File: src/rtl/lvds_train_ctrl_pkg.sv
// Shared types and width helpers for the lvds_rx training sequencer.
package lvds_pkg;

  localparam int TIMEOUT_CYC_DEF = 65535;
  localparam int STABLE_CYC_DEF  = 4;

  typedef enum logic [2:0] {
    S_IDLE,
    S_WAIT_RDY,
    S_LANE_RST,
    S_ALIGN,
    S_NEXT,
    S_DONE,
    S_FAIL
  } train_state_t;

  // Counter width able to hold 0..limit-1, never narrower than one bit.
  function automatic int cnt_w(input int limit);
    return (limit < 2) ? 1 : $clog2(limit);
  endfunction

endpackage

File: src/rtl/lvds_train_ctrl_lane_watch.sv
// Per-attempt watchdog: timeout and stable-done counters for the lane under
// training. Counters sit at zero whenever en is low, so each attempt starts clean.
module lvds_lane_watch
  import lvds_pkg::*;
#(
  parameter int TIMEOUT_CYC = TIMEOUT_CYC_DEF,
  parameter int STABLE_CYC  = STABLE_CYC_DEF
) (
  input  logic clk,
  input  logic reset_n,
  input  logic en,
  input  logic done_in,
  output logic success,
  output logic timeout
);

  localparam int TW = cnt_w(TIMEOUT_CYC);
  localparam int SW = cnt_w(STABLE_CYC);
  localparam logic [TW-1:0] TMO_LAST = TW'(TIMEOUT_CYC - 1);
  localparam logic [SW-1:0] STB_LAST = SW'(STABLE_CYC - 1);

  logic [TW-1:0] tmo_cnt;
  logic [SW-1:0] stable_cnt;

  // Saturating attempt timer and consecutive-high counter.
  always_ff @(posedge clk or negedge reset_n) begin
    if (!reset_n) begin
      tmo_cnt    <= '0;
      stable_cnt <= '0;
    end else if (!en) begin
      tmo_cnt    <= '0;
      stable_cnt <= '0;
    end else begin
      if (tmo_cnt != TMO_LAST) tmo_cnt <= tmo_cnt + 1'b1;
      if (!done_in)                    stable_cnt <= '0;
      else if (stable_cnt != STB_LAST) stable_cnt <= stable_cnt + 1'b1;
    end
  end

  // Success needs the current cycle high too; the FSM gives it priority.
  assign success = en && done_in && (stable_cnt == STB_LAST);
  assign timeout = en && (tmo_cnt == TMO_LAST);

endmodule

File: src/rtl/lvds_train_ctrl.sv
// Trains a bank of lvds_rx lanes one at a time: reset pulse, bit-align enable,
// wait for stable bitslip_done, retry on timeout, then watch for loss of lock.
module lvds_train_ctrl
  import lvds_pkg::*;
#(
  parameter int LANES       = 4,
  parameter int RST_CYC     = 16,
  parameter int TIMEOUT_CYC = TIMEOUT_CYC_DEF,
  parameter int STABLE_CYC  = STABLE_CYC_DEF,
  parameter int MAX_RETRY   = 3,
  localparam int LW         = cnt_w(LANES)
) (
  input  logic             clk,
  input  logic             reset_n,
  input  logic             start,
  input  logic             idelayctrl_rdy,
  input  logic [LANES-1:0] lane_done,
  output logic [LANES-1:0] lane_reset,
  output logic [LANES-1:0] lane_align_en,
  output logic             busy,
  output logic             done,
  output logic             fail,
  output logic [LANES-1:0] fail_lanes,
  output logic             lock_lost,
  output logic [LW-1:0]    cur_lane
);

  localparam int RW = cnt_w(RST_CYC);
  localparam int YW = cnt_w(MAX_RETRY + 1);
  localparam logic [RW-1:0] RST_LAST  = RW'(RST_CYC - 1);
  localparam logic [YW-1:0] RETRY_MAX = YW'(MAX_RETRY);
  localparam logic [LW-1:0] LANE_LAST = LW'(LANES - 1);

  train_state_t  state;
  logic [RW-1:0] rst_cnt;
  logic [YW-1:0] retry;
  logic          sel_done, att_ok, att_tmo, abort;

  assign sel_done = lane_done[cur_lane];
  // Losing IDELAYCTRL ready while a lane is in flight invalidates all results.
  assign abort    = !idelayctrl_rdy &&
                    (state inside {S_LANE_RST, S_ALIGN, S_NEXT});

  lvds_lane_watch #(
    .TIMEOUT_CYC (TIMEOUT_CYC),
    .STABLE_CYC  (STABLE_CYC)
  ) u_watch (
    .clk     (clk),
    .reset_n (reset_n),
    .en      (state == S_ALIGN),
    .done_in (sel_done),
    .success (att_ok),
    .timeout (att_tmo)
  );

  // Training sequencer with all outputs registered.
  always_ff @(posedge clk or negedge reset_n) begin
    if (!reset_n) begin
      state         <= S_IDLE;
      lane_reset    <= '1;
      lane_align_en <= '0;
      busy          <= 1'b0;
      done          <= 1'b0;
      fail          <= 1'b0;
      fail_lanes    <= '0;
      lock_lost     <= 1'b0;
      cur_lane      <= '0;
      retry         <= '0;
      rst_cnt       <= '0;
    end else if (abort) begin
      state         <= S_WAIT_RDY;
      lane_reset    <= '1;
      lane_align_en <= '0;
      fail_lanes    <= '0;
      cur_lane      <= '0;
      retry         <= '0;
    end else begin
      case (state)
        S_IDLE, S_DONE, S_FAIL: begin
          // All trained lanes must keep done high; no automatic retrain.
          if (state == S_DONE && (!idelayctrl_rdy || !(&lane_done)))
            lock_lost <= 1'b1;
          if (start) begin
            state         <= S_WAIT_RDY;
            busy          <= 1'b1;
            done          <= 1'b0;
            fail          <= 1'b0;
            fail_lanes    <= '0;
            lock_lost     <= 1'b0;
            cur_lane      <= '0;
            retry         <= '0;
            lane_reset    <= '1;
            lane_align_en <= '0;
          end
        end
        S_WAIT_RDY: begin
          if (idelayctrl_rdy) begin
            state   <= S_LANE_RST;
            rst_cnt <= RST_LAST;
          end
        end
        S_LANE_RST: begin
          lane_reset[cur_lane] <= 1'b1;
          if (rst_cnt == '0) begin
            lane_reset[cur_lane]    <= 1'b0;
            lane_align_en[cur_lane] <= 1'b1;
            state                   <= S_ALIGN;
          end else begin
            rst_cnt <= rst_cnt - 1'b1;
          end
        end
        S_ALIGN: begin
          if (att_ok) begin
            state <= S_NEXT;
          end else if (att_tmo) begin
            lane_align_en[cur_lane] <= 1'b0;
            lane_reset[cur_lane]    <= 1'b1;
            if (retry < RETRY_MAX) begin
              retry   <= retry + 1'b1;
              rst_cnt <= RST_LAST;
              state   <= S_LANE_RST;
            end else begin
              fail_lanes[cur_lane] <= 1'b1;
              state                <= S_NEXT;
            end
          end
        end
        S_NEXT: begin
          if (cur_lane == LANE_LAST) begin
            busy <= 1'b0;
            if (|fail_lanes) begin
              state <= S_FAIL;
              fail  <= 1'b1;
            end else begin
              state <= S_DONE;
              done  <= 1'b1;
            end
          end else begin
            cur_lane <= cur_lane + 1'b1;
            retry    <= '0;
            rst_cnt  <= RST_LAST;
            state    <= S_LANE_RST;
          end
        end
        default: state <= S_IDLE;
      endcase
    end
  end

endmodule
File: config.mk
export PLATFORM = sky130hd
export DESIGN_NAME = lvds_train_ctrl
export DESIGN_NICKNAME = d
export VERILOG_FILES = /design/src/rtl/lvds_train_ctrl_pkg.sv /design/src/rtl/lvds_train_ctrl_lane_watch.sv /design/src/rtl/lvds_train_ctrl.sv
export SDC_FILE = /design/constraint.sdc
export NUM_CORES = 1
export LEC_CHECK = 0
export CORE_ASPECT_RATIO = 2
export CORE_MARGIN = 2
export CORE_UTILIZATION = 32
export CTS_CLUSTER_DIAMETER = 60
export CTS_CLUSTER_SIZE = 16
export DETAILED_ROUTE_END_ITERATION = 7
export PLACE_DENSITY_LB_ADDON = 0.05
export SYNTH_ARGS = -nofsm -noshare
export SYNTH_HDL_FRONTEND = slang
export SYNTH_HIERARCHICAL = 1
export SYNTH_SLANG_ARGS = --single-unit
export TNS_END_PERCENT = 30
File: constraint.sdc
create_clock -name clk -period 2.63 [get_ports clk]
set_input_delay 0.526 -clock clk [delete_from_list [all_inputs] [get_ports clk]]
set_output_delay 0.526 -clock clk [all_outputs]
set_load 0.03 [all_outputs]
==> results.cfg <==
[run_status]
status = completed

[synth]
ys_ff_latch = 45
avgSynthCellArea_um2 = 9.67
synth_nets = 315
yosys-top-cells-count = dfrtp_1 (41), nor2_1 (30), nand2_1 (25), a21oi_1 (20), inv_1 (17)
synth.distinct_cells = 72
synth_edf_count = 0
synth_most_common_cell = dfrtp_1
async_flop_share_pct = 100
synthFlopType = dfrtp_1
syn_inst = 297
synthMuxAreaShare_pct = 2.87
netlist_top_cells_area = dfrtp_1 (36%), ha_1 (3.9%), nor2_1 (3.9%)
synth_area_um2 = 2870
synth-xor-area-share_pct = 1.18
synth_top_area_share_pct = 35.7
synth_top_family_by_area = simple AND/OR/NAND/NOR gates
yosys.area_share.simple_pct = 26.0
synth_fa_ha_area_share_pct = 4.62
yosys_warnings = 6
ys_seq_area_share_pct = 39.4
yosysTopAreaCell = dfrtp_1
synth_compound_area_share_pct = 20.4

[cts]
cts_tree = done
clock_path_buffers = 2
root_buffer = clkbuf_16
cts_made_buffers = 5
htree_levels = 2
clk_latency_ns = 0.29
clk_pin_slew_ns = 0.07
clock-sinks = 45

[place]
gp_congestion = 0.746
dpl.cell_count = 432
placed_area_um2 = 3310
port_buffers = 25
dp_hpwl_um = 6070
dp_slack_ns = 0.0203

[flow_run]
cap_violations = 0

[global_routing]
antenna_found_initial = 0
grt_pass1_wl_um = 13100
grt_pass1_vias = 2620
grt_start_max_net_pins = 46
grt-ovfl-total = 0
grt_use_total_pct = 17.6

[worst_setup_path]
required_ns = 2.80
cp_max_fo = 5
path_cells = nand4_1, or4_4, nor2_2, inv_1, o21ai_2, and2_4, o221ai_2, mux2i_1
worstRegToRegCells = 8
cp_top_family = simple AND/OR/NAND/NOR gates
critPathBufInv = 1
start_kind = flop
cp-end-kind = flop
cpMaxStageDelayCell = or4_4
path_class = flop to flop
cp_num_cells = 8
cp.arrival_ns = 2.51
critPathMaxStageDelay_ns = 0.59

[timing]
fmax_ghz = 0.427
finalCritPeriodShare_pct = 89.1
setup_tns_ns = 0
finalWorstPathRequiredPeriod_ns = 2.34
final-hold-violation-count = 0
finalSetupViolCount = 0
slew_headroom_pct = 58.3
worst_pin_slew_ns = 0.626
layout_setup_ws_ns = 0.288
grt_setup_unrepaired = no
drv_slew = 0
skew_ns = 0.00777

[finish]
area_growth_pct = 20.8
instances_no_fill = 440
antenna_cells = 0
final_layout_size_suffix_gt1_share_pct = 19.1
stdcell_area_um2 = 3470
final_nets = 357
final_util_pct = 40.1

[detailed_routing]
wire_per_inst_um = 18.2
drt-pass1-iter-count = 4
drcViolationCount = 0
drt_iter0_drc = 79
final_antenna_net_count = 0
wl_um = 7990
num_vias = 2421
vias_per_cell = 5.50

[floorplanning]
core-area_um2 = 8650
dieWidth_um = 71.0
die_area_um2 = 9800
die_h_um = 138
initial_core_util_pct = 33.2
num_rows = 48
ioPinCount = 26

[power]
vdd_drop_max_uv = 401
pwr_density_cell_nw_per_um2 = 786
power_leakage_nw = 1.51

[min_path]
hold_class = input pin to asynchronous set/reset pin
## kinds of logic after synthesis
group,count (synthesis)
buffers and inverters,29
adders and majority gates,10
AOI/OAI and AO/OA,81
xor gates and xnor gates,3
and+or+nand+nor,122
DFF,45
muxes,7
## layer usage
metal / part of all wire (%) / vias up / global-route usage [%]
li1: - / 1165 / -
met1: 34 / 1195 / 16.3
met2: 59 / 39 / 35.5
met3: 2.0 / 22 / 2.40
met4: 4.8 / 0 / 9.75
met5: 0 / - / 0
## per-stage QoR
step	power [mW]	hold slack, ns
2_1_floorplan	1.71	0.230
3_5_place_dp	2.07	0.460
5_1_grt	2.90	0.391
6_report	2.73	0.340
3_3_place_gp	2.07	0.454
4_1_cts	2.77	0.369
## cells in the final DEF, fill, tap and decap left out, types with 4 or more instances in the layout
cell type and count:
dfrtp_1 41, nand2_1 25, nor2_1 29, o21a_1 6, or3_1 5, mux2i_1 6
clkdlybuf4s50_1 24, o31ai_1 10, buf_4 21, a31oi_1 9, inv_1 17, nand3_1 7
o21ai_0 12, clkbuf_16 5, nand4_1 8, ha_1 9, or4_1 4, nor2b_1 4
a21oi_1 20, nand2b_1 4, dfstp_2 4
## area by class of cell
type / instances / area, µm²
fillers: 911 / 5180
multi-input cells: 223 / 1590
flip-flops and latches: 45 / 1130
repair buffers: 46 / 403
clock buffers: 7 / 153
well taps: 100 / 125
inverters: 18 / 67.6
clock inverters: 1 / 5.00
## sequential cells by signal, summed over array words and instances, names as in the netlist
signal and flops:
u_watch/tmo_cnt 16, done 1, cur_lane 2, u_watch/stable_cnt 2, lock_lost 1, fail_lanes 4
busy 1, lane_reset 4, retry 2, rst_cnt 4, fail 1, lane_align_en 4
state 3
## worst paths after layout
check / slack (ns) / to / from
min reg2reg: 0.47 / lock_lost$_DFFE_PN0P_ / lock_lost$_DFFE_PN0P_
min in group clk: 0.47 / lock_lost$_DFFE_PN0P_ / lock_lost$_DFFE_PN0P_
min: 0.34 / u_watch/tmo_cnt[11]$_DFFE_PN0P_ / reset_n
max reg2reg: 0.29 / retry[1]$_DFFE_PN0P_ / u_watch/tmo_cnt[8]$_DFFE_PN0P_
max in group asynchronous: 1.87 / state[1]$_DFFE_PN0P_ / reset_n
max: 0.29 / retry[1]$_DFFE_PN0P_ / u_watch/tmo_cnt[8]$_DFFE_PN0P_
## repair_timing
item                                    in CTS  in global routing
gates resized for setup                      0                  1
setup buffers                                0                  0
hold buffers                                 0                  0
endpoints found under the hold margin        0                  0
endpoints found under the setup margin       0                  1
## where the power goes
part           switching (mW)  total, mW  internal [mW]
combinational           0.747       1.22          0.472
sequential             0.0572      0.825          0.767
clock                   0.280      0.683          0.403
(Power assumes the default switching activity.)
